==> config.mk <==
export PLATFORM = sky130hd
export DESIGN_NAME = traffic_request_conditioner_flat
export DESIGN_NICKNAME = d
export VERILOG_FILES = /design/src/rtl/traffic_pkg.sv /design/src/rtl/traffic_request_conditioner_if.sv /design/src/rtl/traffic_debounce.sv /design/src/rtl/traffic_request_conditioner.sv /design/src/flat_wrapper.sv
export SDC_FILE = /design/constraint.sdc
export NUM_CORES = 1
export LEC_CHECK = 0
export ABC_AREA = 0
export ABC_CLOCK_PERIOD_IN_PS = 2300
export CAP_MARGIN = 20
export CORE_ASPECT_RATIO = 1.2
export CORE_MARGIN = 5
export CORE_UTILIZATION = 40
export DETAILED_ROUTE_END_ITERATION = 10
export PLACE_DENSITY = 0.57
export SYNTH_ARGS = -nofsm -noshare
export SYNTH_HDL_FRONTEND = slang
export SYNTH_SLANG_ARGS = --single-unit
export TNS_END_PERCENT = 30
==> constraint.sdc <==
create_clock -name clk -period 2.3 [get_ports clk]
set_input_delay 0.345 -clock clk [delete_from_list [all_inputs] [get_ports clk]]
set_output_delay 0.345 -clock clk [all_outputs]
set_load 0.05 [all_outputs]
==> src/rtl/traffic_pkg.sv <==
// Shared types and defaults for the traffic-light request front end.
package traffic_pkg;

  localparam int unsigned DEBOUNCE_CYCLES_DEF = 4;
  localparam int unsigned TICK_DIV_DEF        = 10;
  localparam int unsigned REQ_COUNT_W         = 8;
  localparam int unsigned DB_CNT_W            = 8;
  localparam int unsigned TICK_CNT_W          = 16;

  typedef enum logic [1:0] {
    DB_IDLE      = 2'd0,
    DB_ARMING    = 2'd1,
    DB_HELD      = 2'd2,
    DB_RELEASING = 2'd3
  } db_state_e;

endpackage

==> src/rtl/traffic_request_conditioner_if.sv <==
// Request/tick bus between the request conditioner (slave) and the controller side (master).
interface traffic_request_conditioner_if;
  import traffic_pkg::*;

  logic                   sensor_raw;
  logic                   ped_btn_raw;
  logic                   req_ack;
  logic                   tick;
  logic                   side_req;
  logic                   ped_req;
  logic [REQ_COUNT_W-1:0] req_count;

  modport master (
    output sensor_raw, ped_btn_raw, req_ack,
    input  tick, side_req, ped_req, req_count
  );

  modport slave (
    input  sensor_raw, ped_btn_raw, req_ack,
    output tick, side_req, ped_req, req_count
  );

endinterface

==> src/rtl/traffic_debounce.sv <==
// Two-flop synchronizer plus debounce FSM; emits one combinational event per accepted press.
module traffic_debounce
  import traffic_pkg::*;
#(
  parameter int unsigned DEBOUNCE_CYCLES = DEBOUNCE_CYCLES_DEF
) (
  input  logic clk,
  input  logic rst,
  input  logic raw_i,
  output logic event_c_o
);

  localparam logic [DB_CNT_W-1:0] CNT_LAST = DB_CNT_W'(DEBOUNCE_CYCLES - 1);

  logic                sync1_q, sync2_q;
  db_state_e           state_q, state_d;
  logic [DB_CNT_W-1:0] cnt_q, cnt_d;

  always_ff @(posedge clk) begin
    if (rst) begin
      sync1_q <= 1'b0;
      sync2_q <= 1'b0;
      state_q <= DB_IDLE;
      cnt_q   <= '0;
    end else begin
      sync1_q <= raw_i;
      sync2_q <= sync1_q;
      state_q <= state_d;
      cnt_q   <= cnt_d;
    end
  end

  // Event is Mealy so the request latch captures it on the accepting edge.
  always_comb begin
    state_d   = state_q;
    cnt_d     = cnt_q;
    event_c_o = 1'b0;
    unique case (state_q)
      DB_IDLE: begin
        if (sync2_q) begin
          state_d = DB_ARMING;
          cnt_d   = '0;
        end
      end
      DB_ARMING: begin
        if (!sync2_q) begin
          state_d = DB_IDLE;
        end else if (cnt_q == CNT_LAST) begin
          state_d   = DB_HELD;
          event_c_o = 1'b1;
        end else begin
          cnt_d = cnt_q + DB_CNT_W'(1);
        end
      end
      DB_HELD: begin
        if (!sync2_q) begin
          state_d = DB_RELEASING;
          cnt_d   = '0;
        end
      end
      DB_RELEASING: begin
        if (sync2_q) begin
          state_d = DB_HELD;
        end else if (cnt_q == CNT_LAST) begin
          state_d = DB_IDLE;
        end else begin
          cnt_d = cnt_q + DB_CNT_W'(1);
        end
      end
      default: state_d = DB_IDLE;
    endcase
  end

endmodule

==> src/rtl/traffic_request_conditioner.sv <==
// Debounced side-road/pedestrian request latches, saturating event count and tick divider.
// Pedestrian channel is built only when TRAFFIC_PED_REQ_EN is defined.
module traffic_request_conditioner
  import traffic_pkg::*;
#(
  parameter int unsigned DEBOUNCE_CYCLES = DEBOUNCE_CYCLES_DEF,
  parameter int unsigned TICK_DIV        = TICK_DIV_DEF
) (
  input logic                          clk,
  input logic                          rst,
  traffic_request_conditioner_if.slave bus
);

  localparam logic [TICK_CNT_W-1:0]  TICK_LAST = TICK_CNT_W'(TICK_DIV - 1);
  localparam logic [REQ_COUNT_W-1:0] CNT_MAX   = '1;

  logic                   side_event_c;
  logic                   ped_event_c;
  logic                   side_req_q, side_req_d;
  logic                   ped_req_q, ped_req_d;
  logic [REQ_COUNT_W-1:0] count_q, count_d;
  logic [TICK_CNT_W-1:0]  tick_cnt_q, tick_cnt_d;
  logic                   tick_q, tick_d;
  logic [1:0]             count_inc;
  logic [REQ_COUNT_W:0]   count_sum;

  traffic_debounce #(.DEBOUNCE_CYCLES(DEBOUNCE_CYCLES)) u_side_db (
    .clk       (clk),
    .rst       (rst),
    .raw_i     (bus.sensor_raw),
    .event_c_o (side_event_c)
  );

`ifdef TRAFFIC_PED_REQ_EN
  traffic_debounce #(.DEBOUNCE_CYCLES(DEBOUNCE_CYCLES)) u_ped_db (
    .clk       (clk),
    .rst       (rst),
    .raw_i     (bus.ped_btn_raw),
    .event_c_o (ped_event_c)
  );
`else
  logic ped_btn_unused;
  assign ped_btn_unused = bus.ped_btn_raw;
  assign ped_event_c    = 1'b0;
`endif

  always_ff @(posedge clk) begin
    if (rst) begin
      side_req_q <= 1'b0;
      ped_req_q  <= 1'b0;
      count_q    <= '0;
      tick_cnt_q <= '0;
      tick_q     <= 1'b0;
    end else begin
      side_req_q <= side_req_d;
      ped_req_q  <= ped_req_d;
      count_q    <= count_d;
      tick_cnt_q <= tick_cnt_d;
      tick_q     <= tick_d;
    end
  end

  // Set beats acknowledge; count saturates rather than wrapping.
  always_comb begin
    side_req_d = side_req_q;
    ped_req_d  = ped_req_q;
    if (side_event_c)      side_req_d = 1'b1;
    else if (bus.req_ack)  side_req_d = 1'b0;
    if (ped_event_c)       ped_req_d  = 1'b1;
    else if (bus.req_ack)  ped_req_d  = 1'b0;

    count_inc = {1'b0, side_event_c} + {1'b0, ped_event_c};
    count_sum = {1'b0, count_q} + (REQ_COUNT_W + 1)'(count_inc);
    count_d   = count_sum[REQ_COUNT_W] ? CNT_MAX : count_sum[REQ_COUNT_W-1:0];

    tick_cnt_d = (tick_cnt_q == TICK_LAST) ? '0 : tick_cnt_q + TICK_CNT_W'(1);
    tick_d     = (tick_cnt_d == TICK_LAST);
  end

  assign bus.tick      = tick_q;
  assign bus.side_req  = side_req_q;
`ifdef TRAFFIC_PED_REQ_EN
  assign bus.ped_req   = ped_req_q;
`else
  assign bus.ped_req   = 1'b0;
`endif
  assign bus.req_count = count_q;

endmodule
==> src/flat_wrapper.sv <==
// flat-port wrapper written by rule: the top's interface ports become plain ports
module traffic_request_conditioner_flat import traffic_pkg::*;
#(
  parameter int unsigned DEBOUNCE_CYCLES = DEBOUNCE_CYCLES_DEF,
  parameter int unsigned TICK_DIV        = TICK_DIV_DEF
)
  (clk, rst, bus_sensor_raw, bus_ped_btn_raw, bus_req_ack, bus_tick, bus_side_req, bus_ped_req, bus_req_count);
  traffic_request_conditioner_if bus_i ();
  input logic clk;
  input logic rst;
  input wire logic [$bits(bus_i.sensor_raw)-1:0] bus_sensor_raw;
  input wire logic [$bits(bus_i.ped_btn_raw)-1:0] bus_ped_btn_raw;
  input wire logic [$bits(bus_i.req_ack)-1:0] bus_req_ack;
  output wire logic [$bits(bus_i.tick)-1:0] bus_tick;
  output wire logic [$bits(bus_i.side_req)-1:0] bus_side_req;
  output wire logic [$bits(bus_i.ped_req)-1:0] bus_ped_req;
  output wire logic [$bits(bus_i.req_count)-1:0] bus_req_count;
  assign bus_i.sensor_raw = bus_sensor_raw;
  assign bus_i.ped_btn_raw = bus_ped_btn_raw;
  assign bus_i.req_ack = bus_req_ack;
  assign bus_tick = bus_i.tick;
  assign bus_side_req = bus_i.side_req;
  assign bus_ped_req = bus_i.ped_req;
  assign bus_req_count = bus_i.req_count;
  traffic_request_conditioner #(.DEBOUNCE_CYCLES(DEBOUNCE_CYCLES), .TICK_DIV(TICK_DIV)) u_core (.clk(clk), .rst(rst), .bus(bus_i));
endmodule
# Word level (Yosys, flattened, before mapping)

Cells that the tools add are included.

Register bits: 38
Output and inout port bits: 11
Logic and storage cells: 47

Add/subtract/negate cells: 3
Equal/unequal tests: 12
Multiplexer cells: 20
Reduce and logical (&&, ||, !) cells: 4

Operators by type and width:

| operator                                                          | number |
|---|---|
| 8-bit 2-to-1 mux                                                  | 6 |
| 16-bit by 4-bit == test with 1-bit output (second input constant) | 2 |
| 8-bit one-hot mux with 4 select lines                             | 1 |
| 16-bit by 1-bit adder with 16-bit output (second input constant)  | 1 |
| 16-bit 2-to-1 mux                                                 | 1 |
| 2-bit 2-to-1 mux                                                  | 6 |
| 8-bit by 1-bit adder with 9-bit output                            | 1 |
| 8-bit by 1-bit adder with 8-bit output (second input constant)    | 1 |
| 8-bit by 2-bit == test with 1-bit output (second input constant)  | 1 |
| 2-bit inequality test (second input constant)                     | 4 |
| 2-bit one-hot mux with 4 select lines                             | 1 |
| 4-bit AND reduction                                               | 2 |
| 3-bit inequality test (second input constant)                     | 2 |
| 1-bit 2-to-1 mux                                                  | 5 |
| 2-bit == test (second input constant)                             | 2 |
| 2-bit by 1-bit == test with 1-bit output (second input constant)  | 1 |
| 2-bit zero test                                                   | 1 |
| 2-bit nonzero test                                                | 1 |

# Depth between registers and ports, before layout

Depth after elaboration: 6
Mapped depth: 8

# Hierarchy

From an unflattened synthesis, not the netlist that was laid out.

Cell total of the unflattened synthesis: 240
Area, all modules: 2,098.3 µm²

By module, submodules not included:

| module                      | instances | cells an instance | area each (µm²) |
|---|---|---|---|
| traffic_request_conditioner | 1         | 162               | 1,425.1 |
| traffic_debounce            | 1         | 78                | 673.1 |

# Worst setup path before layout

Ideal clock, no wire load.

Path type: register to register
Start point: register u_core.u_side_db.cnt_q[2]
End point: register u_core.count_q[4], in the netlist u_core.bus.req_count[4]
Library setup time: 0.071 ns
Arrival time: 1.990 ns
Setup slack: 0.239 ns
Cell stages (with the launch flop): 9
Buffers on the path: 0
Cells stage by stage: dfxtp_1 > nor4_1 > nand4_1 > nor3b_1 > ha_1 > ha_1 > nand3_1 > xor2_1 > a21oi_1

Cells in the longest elaborated chain, start to end: 6

Ends and longest elaborated chain:

| item                                     | line                              | RTL |
|---|---|---|
| start: declaration                       | traffic_debounce.sv:17            | `logic [DB_CNT_W-1:0] cnt_q, cnt_d;` |
| start signal: assignment                 | traffic_debounce.sv:29            | `cnt_q <= cnt_d;` |
| 8-bit by 2-bit == test with 1-bit output | traffic_debounce.sv:48            | `end else if (cnt_q == CNT_LAST) begin` |
| 1-bit 2-to-1 mux                         | traffic_debounce.sv:48            |  |
| 1-bit 2-to-1 mux                         | traffic_debounce.sv:46            | `if (!sync2_q) begin` |
| 1-bit 2-to-1 mux                         | traffic_debounce.sv:38            | `unique case (state_q)` |
| via u_core.side_event_c                  | traffic_request_conditioner.sv:17 | `logic side_event_c;` |
| 8-bit by 1-bit adder with 9-bit output   | traffic_request_conditioner.sv:73 | `count_sum = {1'b0, count_q} + (REQ_COUNT_W + 1)'(count_inc);` |
| 8-bit 2-to-1 mux                         | traffic_request_conditioner.sv:74 | `count_d = count_sum[REQ_COUNT_W] ? CNT_MAX : count_sum[REQ_COUNT_W-1:0];` |
| end signal: assignment                   | traffic_request_conditioner.sv:57 | `count_q <= count_d;` |
| end: declaration                         | traffic_request_conditioner.sv:21 | `logic [REQ_COUNT_W-1:0] count_q, count_d;` |

The timed path passes the listed nets, and every way through them passes these cells.
A chain may end at the register's enable or synchronous reset.

# Final worst setup path

Start point: register u_core.u_side_db.cnt_q[2]
End point: register u_core.count_q[7], in the netlist u_core.bus.req_count[7]

Same word-level chain as after synthesis.

==> summary.txt <==
CP arrival: 2.28 ns
area share of the largest cell type after synthesis: 41.1%
Crit Path Category: flop to flop
post-synthesis area per instance: 8.56 sq um
top post-synthesis cells by area: dfxtp_1 41%, xor2_1 7.6%, nor2_1 6.5%, xnor2_1 3.8%, nand4_1 3.7%
GRT met2 Usage: 22.5%
Final HPWL DP: 2540 um
RSZ-0062 raised after global routing: no
layout cells sized above 1: 10.7%
nets@finish: 242
GRT met3 Usage: 2.63%
r2r setup slk: 0.22 ns
Non-Filler Instances: 291
antenna-violating nets left: 0
starting density of the core: 40.9%
total net switching power: 0.263 mW
Synth warnings: 0
outcome: complete, no violations
hold_ws: 0.463 ns
reg2reg end: u_core.bus.req_count[7]$_SDFF_PP0_
Slew @ Worst Pin: 0.500 ns
Sw Ratio: 22.1%
vias post-DR: 1524
routed len/inst: 12.4 um
dpl cells: 282
Tot GR Track Use: 13.2%
maxcap violations: 0
Slew headroom: 66.5%
most common cell in the netlist: dfxtp_1
Startpoint Class: flop
crit end category: flop
M1 GR Usage: 15.8%
Critical Path Fanout Max: 4
Placer Congestion: 0.786
cell type with the highest aggregate area in the netlist: dfxtp_1
Primary FF master, synth: dfxtp_1
H-tree levels: 2
Antenna Cells: 0
most frequent cells after synthesis: 38 x dfxtp_1, 32 x nor2_1, 16 x xor2_1, 13 x a21oi_1, 12 x nand3_1
Buffers on Ports: 13
min Tclk post-route: 2.08 ns
gr ovfl total: 0
largest net degree at the start of global routing: 23
unique cell type count in the Yosys netlist: 38
setup TNS: 0 ns
Final Power: 1.19 mW
CTS root buf: clkbuf_8
initial antenna violation count: 0
GRT busiest layer: met2
WHS Path Cells: 1
Clock Power Share: 39.6%
pwr/cell area: 551 nW/um^2
die area: 6090 sq um
Slew Limit Fails: 0
sequential share of power: 56.7%
maximum vdd drop: 0.253 mV
Max Clock Freq: 481 MHz
hold worst-path end: u_core.u_side_db.sync2_q$_SDFF_PP0_
CP required: 2.50 ns
CTS Sinks: 38
R2R depth: 8
Worst-path clk slew: 0.07 ns
first-pass GRT wire length: 6510 um
clk_skew: 0.00674 ns
setup ws final: 0.222 ns
Pre-Repair DR Iteration Count: 4
final hold violation count: 0
core area: 4530 sq um
total internal power: 0.925 mW
final number of setup-violating endpoints: 0
TritonCTS clock tree: done
Post-Syn Nets: 226
sequential area share after synthesis: 41.1%
die height: 84.5 um
hold buffers post-CTS: 0
Final Cycle Share: 90.4%
Worst Hold Class: flop to flop
total CTS buffers: 5
Leakage Power: 0.798 nW
FILL cells: 472
CTS Buffer Depth: 2
Skew-Pair Late Insertion Delay: 0.29 ns
Residual DRC: 0
Synth-to-Final Area Change: 16.6%
final WL: 3610 um
Worst Hold Launch: u_core.u_side_db.sync1_q$_SDFF_PP0_
#FFs+latches synth: 38
Post-synth EDFFs: 0
row count: 27
worst r2r src: u_core.u_side_db.cnt_q[2]$_SDFFE_PP0P_
synthesized cell area: 1850 sq um
Ports: 16
Syn Inst Count: 216
Comb pwr share: 3.7%
pre-CTS setup slack: 0.160 ns
Detailed Route Iter0 Violations: 92
asr flop ratio synth: 0%
crit path from: u_core.u_side_db.cnt_q[2]$_SDFFE_PP0P_
Die X: 72.1 um
vias in the first global route: 1498
Vias per Instance: 5.24
[power groups by stage]
stage	combinational (mW)	clock, mW	sequential [mW]
after global placement	0.0448	0	0.688
after floorplan	0.0312	0	0.686
final	0.0440	0.471	0.673
after global routing	0.0509	0.518	0.674
after CTS	0.0453	0.488	0.672
after detailed placement	0.0450	0	0.688
[worst max-delay path by stage]
| stage | cells after the start | slack, ns | end |
|---|---|---|---|
| after global routing | 9 | 0.02 | u_core.bus.req_count[6]$_SDFF_PP0_ |
| after floorplan | 8 | 0.24 | u_core.bus.req_count[4]$_SDFF_PP0_ |
| after CTS | 7 | 0.11 | u_core.bus.req_count[1]$_SDFF_PP0_ |
| final | 8 | 0.22 | u_core.bus.req_count[7]$_SDFF_PP0_ |
| after detailed placement | 7 | 0.16 | u_core.bus.req_count[1]$_SDFF_PP0_ |
| after global placement | 7 | 0.15 | u_core.bus.req_count[1]$_SDFF_PP0_ |
[layout by cell type (no fill, tap or decap), types with 2 or more instances in the layout]
| cell | instances |
|---|---|
| o211ai_1 | 2 |
| nand4_1 | 11 |
| xor2_1 | 16 |
| nor4_1 | 5 |
| nor3b_1 | 3 |
| a21oi_1 | 13 |
| nand3_1 | 12 |
| ha_1 | 5 |
| buf_4 | 13 |
| nor2b_1 | 2 |
| clkbuf_8 | 6 |
| o21ai_0 | 3 |
| nand2_1 | 9 |
| and4_1 | 3 |
| or3_1 | 5 |
| dfxtp_1 | 38 |
| and3_1 | 6 |
| inv_1 | 5 |
| nor3_1 | 5 |
| a211oi_1 | 2 |
| nor2_1 | 32 |
| clkdlybuf4s50_1 | 13 |
| xnor2_1 | 8 |
[stage by stage]
step / utilization (%) / area, sq um
3_3_place_gp: 45.4 / 2060
2_1_floorplan: - / 1850
4_1_cts: 47.5 / 2150
5_1_grt: 47.6 / 2160
6_report: 47.6 / 2160
3_5_place_dp: 45.4 / 2060
[registers in the layout (all words and copies together) (netlist names), named ones only]
signal and cells:
u_core.bus.req_count 8, u_core.bus.side_req 1, u_core.bus.tick 1, u_core.tick_cnt_q 16
u_core.u_side_db.cnt_q 8, u_core.u_side_db.state_q 1, u_core.u_side_db.sync1_q 1, u_core.u_side_db.sync2_q 1
[area by class of cell]
class	instances	area, sq um	area share (%)
clock buffers	7	86.3	4.00
clock inverters	1	5.00	0.232
inverters	5	18.8	0.871
multi-input cells	156	985	45.7
flip-flops and latches	38	761	35.3
well taps	58	72.6	3.37
repair buffers	26	228	10.6
[timing repair]
action	in CTS	in global routing
setup buffers	0	1
resized for setup	0	0
endpoints found under the setup margin	0	6
[kinds of logic (layout without fill, tap and decap cells)]
family          after synthesis  in the layout  share of synthesized area, %
other cells                   1              1                         0.203
compound gates               25             25                          8.59
buf+inv                      22             39                          5.62
flops                        38             38                          41.1
xor+xnor                     24             24                          11.4
simple gates                 99             99                          28.6
mux                           2              2                          1.15
fa+ha+maj                     5              5                          3.38
[worst max-delay path, cell delays in order (launching register included)]
cell and delay, ns:
dfxtp_1 0.32, nor4_1 0.33, nand4_1 0.17, nor3b_1 0.30, ha_1 0.23, ha_1 0.23, buf_4 0.15, nor2_1 0.05
a211oi_1 0.22
[metal layers]
layer	vias to the layer above	routed length [um]
met3	5	122
li1	782	-
met5	-	0
met1	721	1600
met2	16	1840
met4	0	53
Power figures use the tool's default switching activity.
